## src/rtl/game_pkg.sv

```systemverilog
// Shared types and default timing constants for the key sequencer.
package game_pkg;

   // Sequencer FSM states
   typedef enum logic [2:0] {
      IDLE  = 3'd0,
      KEY   = 3'd1,
      KGAP  = 3'd2,
      ENTER = 3'd3,
      EGAP  = 3'd4,
      DONE  = 3'd5
   } seq_state_t;

   // One code symbol selects one of the four keys I1..I4
   typedef logic [1:0] sym_t;

   localparam int DEF_PULSE_W = 2;
   localparam int DEF_GAP_W   = 2;
   localparam int DEF_MAX_SYM = 7;

   function automatic int max_int(input int a, input int b);
      return (a > b) ? a : b;
   endfunction

   // Symbol s drives key bit s
   function automatic logic [3:0] sym_onehot(input sym_t s);
      return 4'b0001 << s;
   endfunction

endpackage

```

## src/rtl/pulse_timer.sv

```systemverilog
// Down-counter that times one pulse or gap: load a length, count down,
// and flag expiry on the last cycle of the interval.
import game_pkg::*;

module pulse_timer #(
   parameter int W = 2
) (
   input  logic         clk,
   input  logic         reset,
   input  logic         load,
   input  logic [W-1:0] len,
   output logic         expire
);

   logic [W-1:0] cnt;

   // Loading len-1 makes the interval exactly len cycles including the expiry cycle
   always_ff @(posedge clk or posedge reset) begin
      if (reset) begin
         cnt <= '0;
      end else if (load) begin
         cnt <= len - W'(1);
      end else if (cnt != '0) begin
         cnt <= cnt - W'(1);
      end
   end

   assign expire = (cnt == '0);

endmodule

```

## src/rtl/key_sequencer.sv

```systemverilog
// Buffers up to MAX_SYM key symbols and replays them as timed one-hot key
// pulses followed by an enter pulse.
// Optional feature: define SEQ_REPLAY_EN to keep the buffer after DONE so a
// further start replays the same code; otherwise the count clears in DONE.
import game_pkg::*;

module key_sequencer #(
   parameter int PULSE_W = DEF_PULSE_W,
   parameter int GAP_W   = DEF_GAP_W,
   parameter int MAX_SYM = DEF_MAX_SYM
) (
   input  logic       clk,
   input  logic       reset,
   input  logic       load,
   input  logic [1:0] load_sym,
   output logic       load_ready,
   input  logic       start,
   output logic       busy,
   output logic       done,
   output logic [3:0] key_out,
   output logic       enter_out,
   output logic [2:0] sym_count
);

   localparam int TMR_W = $clog2(max_int(PULSE_W, GAP_W) + 1);

   seq_state_t       state;
   logic [2:0]       idx;
   logic [2:0]       nxt_idx;
   logic             more_keys;
   sym_t             sym_buf [MAX_SYM];
   logic             start_acc;
   logic             load_acc;
   logic             tmr_load;
   logic [TMR_W-1:0] tmr_len;
   logic             expire;

   // Start in IDLE always wins over a simultaneous load
   assign start_acc  = start && (state == IDLE);
   assign load_ready = !busy && (int'(sym_count) < MAX_SYM);
   assign load_acc   = load && load_ready && !start_acc;
   assign nxt_idx    = idx + 3'd1;
   assign more_keys  = ({1'b0, nxt_idx} < {1'b0, sym_count});

   pulse_timer #(.W(TMR_W)) u_timer (
      .clk    (clk),
      .reset  (reset),
      .load   (tmr_load),
      .len    (tmr_len),
      .expire (expire)
   );

   // Reload the timer on every transition into a pulse or gap state
   always_comb begin
      tmr_load = 1'b0;
      tmr_len  = TMR_W'(PULSE_W);
      case (state)
         IDLE:  tmr_load = start;
         KEY: begin
            tmr_load = expire;
            tmr_len  = TMR_W'(GAP_W);
         end
         KGAP:  tmr_load = expire;
         ENTER: begin
            tmr_load = expire;
            tmr_len  = TMR_W'(GAP_W);
         end
         default: tmr_load = 1'b0;
      endcase
   end

   // Symbol storage, written at the current count on an accepted load
   always_ff @(posedge clk or posedge reset) begin
      if (reset) begin
         for (int i = 0; i < MAX_SYM; i++) begin
            sym_buf[i] <= '0;
         end
      end else if (load_acc) begin
         sym_buf[sym_count] <= load_sym;
      end
   end

   // Sequencer FSM with registered key/enter/busy/done outputs
   always_ff @(posedge clk or posedge reset) begin
      if (reset) begin
         state     <= IDLE;
         idx       <= '0;
         sym_count <= '0;
         key_out   <= '0;
         enter_out <= 1'b0;
         busy      <= 1'b0;
         done      <= 1'b0;
      end else begin
         done <= 1'b0;
         if (load_acc) begin
            sym_count <= sym_count + 3'd1;
         end
         case (state)
            IDLE: begin
               if (start) begin
                  busy <= 1'b1;
                  idx  <= '0;
                  if (sym_count != '0) begin
                     state   <= KEY;
                     key_out <= sym_onehot(sym_buf[0]);
                  end else begin
                     state     <= ENTER;
                     enter_out <= 1'b1;
                  end
               end
            end
            KEY: begin
               if (expire) begin
                  key_out <= '0;
                  state   <= KGAP;
               end
            end
            KGAP: begin
               if (expire) begin
                  if (more_keys) begin
                     idx     <= nxt_idx;
                     key_out <= sym_onehot(sym_buf[nxt_idx]);
                     state   <= KEY;
                  end else begin
                     enter_out <= 1'b1;
                     state     <= ENTER;
                  end
               end
            end
            ENTER: begin
               if (expire) begin
                  enter_out <= 1'b0;
                  state     <= EGAP;
               end
            end
            EGAP: begin
               if (expire) begin
                  done  <= 1'b1;
                  state <= DONE;
               end
            end
            DONE: begin
               busy  <= 1'b0;
               state <= IDLE;
`ifndef SEQ_REPLAY_EN
               sym_count <= '0;
`endif
            end
            default: state <= IDLE;
         endcase
      end
   end

endmodule

```

## config.mk

```make
export PLATFORM = sky130hd
export DESIGN_NAME = key_sequencer
export DESIGN_NICKNAME = d
export VERILOG_FILES = /design/src/rtl/game_pkg.sv /design/src/rtl/pulse_timer.sv /design/src/rtl/key_sequencer.sv
export SDC_FILE = /design/constraint.sdc
export NUM_CORES = 1
export LEC_CHECK = 0
export CAP_MARGIN = 20
export CORE_UTILIZATION = 45
export CTS_CLUSTER_SIZE = 40
export DETAILED_ROUTE_END_ITERATION = 10
export GPL_TIMING_DRIVEN = 1
export MAX_ROUTING_LAYER = met4
export PLACE_DENSITY_LB_ADDON = 0.2
export REMOVE_ABC_BUFFERS = 1
export SLEW_MARGIN = 20
export SYNTH_ARGS = -nofsm -noshare
export SYNTH_HDL_FRONTEND = slang
export SYNTH_SLANG_ARGS = --single-unit
```

## constraint.sdc

```tcl
create_clock -name clk -period 2.15 [get_ports clk]
set_input_delay 0.215 -clock clk [delete_from_list [all_inputs] [get_ports clk]]
set_output_delay 0.215 -clock clk [all_outputs]
set_load 0.01 [all_outputs]
```

Word level (Yosys, flattened, before mapping)
Index checks and enable logic that the tools add are counted.
Operators by class
  bitwise logic cells: 2
  divide/modulo/power cells: 0
  shift-type cells: 2
  muxes and demuxes: 39
  $add $sub $neg: 3
  eq/ne operators: 14
  order comparisons: 5
  reductions and logical operators: 23
  multipliers: 0
Operators with widths (count)
  $mux W3: 10
  $mux W4: 5
  $ne A2 B2 Y1 const B: 8
  $pmux W3 S5: 1
  $bwmux W14: 1
  $mux W2: 7
  $pmux W4 S3: 1
  $reduce_and A6 Y1: 2
  $reduce_bool A2 Y1: 5
  $reduce_bool A3 Y1: 3
  $ge A4 B4 Y1 const B: 2
  $mux W1: 8
  $not A3 Y4: 2
  $shl A1 B2 Y4 const A: 2
  $add A3 B1 Y3 const B: 2
  $bmux W2 S3: 1
  $demux W2 S3: 1
  $eq A3 B2 Y1 const B: 2
  $eq A3 B3 Y1 const B: 2
  $pmux W3 S2: 1
  $logic_and A1 B1 Y1: 5
  $reduce_and A5 Y1: 1
  $lt A4 B1 Y1 const B: 1
  $pmux W1 S2: 2
  other kinds (12): 13
Storage, ports and cells
  RAM bits: 0
  memories: 0
  bits in registers: 32
  bits of input ports: 6
  logic and storage cells: 103
  memory bits (read-only): 0
  output and inout bits: 11
  bits in latches: 0

Depth between registers and ports, before layout
  word-level depth: 9
  gate-level depth with buffers: 8

By module
A second synthesis with hierarchy kept.
Unflattened totals
  cell total of the unflattened synthesis: 175
  area, all modules: 1855.5 sq um
By module, submodules not included
  key_sequencer: area an instance 1759.2 sq um, cells each 166, sequential area each 750.7 sq um, times used 1
  pulse_timer: area an instance 96.3 sq um, cells each 9, sequential area each 50.0 sq um, times used 1

Least setup slack after synthesis
Ideal clock, no wire load.
  path kind: register to register
  start point: register idx[1]
  end point: register key_out[0]
  setup time: 128 ps
  setup slack: -74 ps
  data arrival time: 2097 ps
  stages on the path, launching flop included: 8
  cells stage by stage: dfrtp_1 > ha_1 > ha_1 > a21boi_1 > o21ai_1 > a311o_1 > nor2b_1 > mux2_1
On the way
  cells in the longest elaborated chain, start to end: 9
  elaborated cells on any way between the ends: 12
Ends and longest elaborated chain
  from (decl): RTL line key_sequencer.sv:28  | logic [2:0] idx;
  from (signal assigned): RTL line key_sequencer.sv:121  | idx <= nxt_idx;
  $add A3 B1 Y3 *: RTL line key_sequencer.sv:42  | assign nxt_idx = idx + 3'd1;
  $not A3 Y4 (not written as such): RTL line key_sequencer.sv:122  | key_out <= sym_onehot(sym_buf[nxt_idx]);
  $bmux W2 S3: RTL line key_sequencer.sv:122
  $mux W2 (not written as such) (2 in series): RTL line key_sequencer.sv:122
  $shl A1 B2 Y4: RTL line game_pkg.sv:27  | return 4'b0001 << s;
  $mux W4: RTL line key_sequencer.sv:120  | if (more_keys) begin
  $mux W4: RTL line key_sequencer.sv:119  | if (expire) begin
  $pmux W4 S3: RTL line key_sequencer.sv:98  | case (state)
  to (signal assigned): RTL line key_sequencer.sv:105  | key_out <= sym_onehot(sym_buf[0]);
  to (signal assigned): RTL line key_sequencer.sv:122
  to (decl): RTL line key_sequencer.sv:20  | output logic [3:0] key_out,
Every way passes the cells marked *; elsewhere a longest branch is shown, timed or not. The select of a mux whose other input is x is not followed.
A chain may end at the register's enable or synchronous reset.

Worst setup path in the final report
  start point: register idx[0]
  end point: register idx[1]
On the way
  cells in the longest elaborated chain, start to end: 4
  elaborated cells on any way between the ends: 7
Ends and longest elaborated chain (RTL line)
  $add A3 B1 Y3 *: key_sequencer.sv:42
  $lt A3 B3 Y1 / $mux W3 (equally long branches): key_sequencer.sv:43, key_sequencer.sv:120
  $ne A2 B2 Y1 (no source line) / $mux W3 (equally long branches)
  $reduce_and A4 Y1 (no source line) / $pmux W3 S2 (equally long branches)
Marks and branches as above.

==> results.cfg <==
[status]
status = complete, but fails checks
violations = negative setup slack

[yosys]
synth_top_area_cell = dfrtp_1
ys.flop_type = dfrtp_1
syn-cell-area_sq_um = 1850
ys_ff_latch = 32
syn_area_per_cell_sq_um = 10.2
synthCells = 182
synthTopCellsByArea = dfrtp_1 (43%), mux2_1 (5.5%), mux2_2 (5.5%)
yosys_warnings = 0
seq_area_frac_synth = 0.433
ys_types = 44
synthArstFlopShare = 1.00
synth-edff-count = 0
synthDominantCellAreaShare = 0.433

[cts]
cts_tree = yes
clk_pin_slew_ps = 60
clock_latency_ps = 280
cts.sinks = 32
cts_root_buffer = clkbuf_8
ctsHoldBuffers = 0
clk_path_buf_depth = 2
cts_buffers = 5
h-tree-depth = 2

[power_and_ir_drop]
vdd_drop_max_v = 0.000905
p_per_area_nw_per_um2 = 1600
totalPowerFinal_mw = 3.68
leakage_nw = 1.08

[floorplan]
initial_core_util = 0.487
die_w_microns = 66.1
design.die.area_sq_um = 4370
io_pins = 17
std_cell_rows = 22
die_h_microns = 66.1
core_area_sq_um = 3800

[layout]
syn_to_final_growth_pct = 24.1
post-route-cell-area_sq_um = 2300
finalNetCount = 224
antennaDiodeCount = 0
layoutNonFillerInstCount = 260
drive_gt1_frac = 0.226

[timing]
fmax_mhz = 445
setup_ws_ps = -99.6
hold_viol = 0
skew_ps = 7.06
period_share = 1.05
maxSlewHeadroom = 0.696
tightest_slew_ps = 457
min_period_ps = 2250
finalSetupViolCount = 1
slew_viol_final = 0
rsz0062_at_grt = yes

[global_route]
grt_max_degree = 33
track_usage = 0.216
grt_pass1_vias = 1490
grt_pass1_wl_microns = 6780
antenna_found_initial = 0
grt-ovfl-total = 0

[min_path]
min-delay-path-class = primary input to async pin

[drt]
drcViolationCount = 0
wl_met1_microns = 1750
drt_first_pass_iters = 5
vias = 1490
dr_wl_met2_microns = 2080
top_layer_used = met4
ant_nets = 0
wl_met3_microns = 131
drt_first_iter_violations = 63
wire_per_inst_microns = 15.6
wirelength_microns = 4050
drt-vias-per-instance = 5.73

[worst_setup_path]
crit_type = flip-flop to flip-flop
critPathArrivalTime_ps = 2390
r2r_cells = 7
critPathRequiredTime_ps = 2290
endpoint_kind = flip-flop
worstPathMaxFanout = 3
start_kind = flip-flop

[placement]
io_buffers = 16
numPlacedInstances = 251
dp_hpwl_microns = 2900
routabilityCongestion = 0.828
placedInstanceArea_sq_um = 2130

[run]
cap_violations = 0
==> cell usage after synthesis (4+ instances only) <==
master    number
dfrtp_1       32
mux2_1         9
ha_1           6
o21ai_0        9
nor2_1        11
nand3_1        5
mux2_2         9
a21oi_1       10
nand2_1       16
and3_1         4
inv_1         13
clkbuf_1       5
==> layout by cell type, fill, tap and decap left out, types with 3 or more instances in the layout <==
| cell | n |
|---|---|
| mux2_1 | 9 |
| nor3_2 | 3 |
| inv_1 | 13 |
| and3_1 | 4 |
| ha_1 | 5 |
| clkbuf_8 | 7 |
| mux2i_1 | 3 |
| buf_4 | 16 |
| clkdlybuf4s50_1 | 16 |
| a31oi_1 | 3 |
| mux2_2 | 9 |
| nand3_1 | 5 |
| dfrtp_1 | 32 |
| nor2_1 | 11 |
| o21ai_0 | 9 |
| xnor2_1 | 3 |
| a21oi_1 | 9 |
| nand2_1 | 16 |
==> path summary, 6_finish.rpt <==
check | from | slack, ps | to
max reg2reg | idx[0] | -100 | idx[1]
min | reset | 310 | sym_count[0]
min reg2reg | sym_buf[0] | 490 | sym_buf[0]
min in group clk | sym_buf[0] | 490 | sym_buf[0]
max | idx[0] | -100 | idx[1]
max in group asynchronous | reset | 1550 | key_out[2]
==> per-layer routing <==
layer | GRT usage | vias up
li1 | - | 712
met1 | 0.253 | 737
met2 | 0.347 | 32
met3 | 0.0603 | 9
met4 | 0.0957 | 0
met5 | - | -
==> cells by family (layout without fill, tap and decap cells) <==
| kind of cell | Yosys count | count (layout) | synth area share |
|---|---|---|---|
| buffers and inverters | 23 | 53 | 0.0561 |
| adders and majority gates | 6 | 6 | 0.0406 |
| AOI/OAI and AO/OA | 40 | 40 | 0.141 |
| muxes | 23 | 23 | 0.150 |
| and+or+nand+nor | 53 | 53 | 0.156 |
| xor gates and xnor gates | 5 | 5 | 0.0237 |
| DFF | 32 | 32 | 0.433 |
==> worst max-delay path: stages, from the launching register on <==
cell and delay [ps]:
dfrtp_1 410, ha_4 260, ha_1 280, a21boi_4 150, o21a_1 210, or4_4 520, o211ai_1 130, o221ai_1 150
==> what timing repair did <==
item,in CTS,in global routing
pin swaps,4,7
setup endpoints to repair,6,7
buffers inserted,1,1
gates resized for setup,4,7
==> per-stage QoR <==
stage	setup TNS, ps	utilization	worst slack (ps)	hold WS [ps]
finish	-99.6	0.604	-99.6	306
global route	-361	0.604	-145	373
CTS	-75.2	0.592	-49.6	325
detailed placement	-269	0.560	-90.2	479
global placement	-50.2	0.560	-38.9	472
floorplan	-1020	-	-195	331
==> registers in the layout, indices dropped and copies added (netlist names) <==
| register | flops |
|---|---|
| idx | 3 |
| done | 1 |
| enter_out | 1 |
| key_out | 4 |
| u_timer.cnt | 2 |
| state | 3 |
| busy | 1 |
| sym_count | 3 |
| sym_buf | 14 |
==> power by group <==
part | internal [mW] | switching (mW)
clock | 0.285 | 0.211
sequential | 0.820 | 0.192
combinational | 1.06 | 1.11
==> area by class of cell <==
class | count | area [sq um]
Fill cell | 317 | 1500
Multi-Input combinational cell | 127 | 998
Sequential cell | 32 | 801
Timing Repair Buffer | 33 | 292
Clock buffer | 7 | 96.3
Tap cell | 48 | 60.1
Inverter | 13 | 48.8
Power figures use the tool's default switching activity.
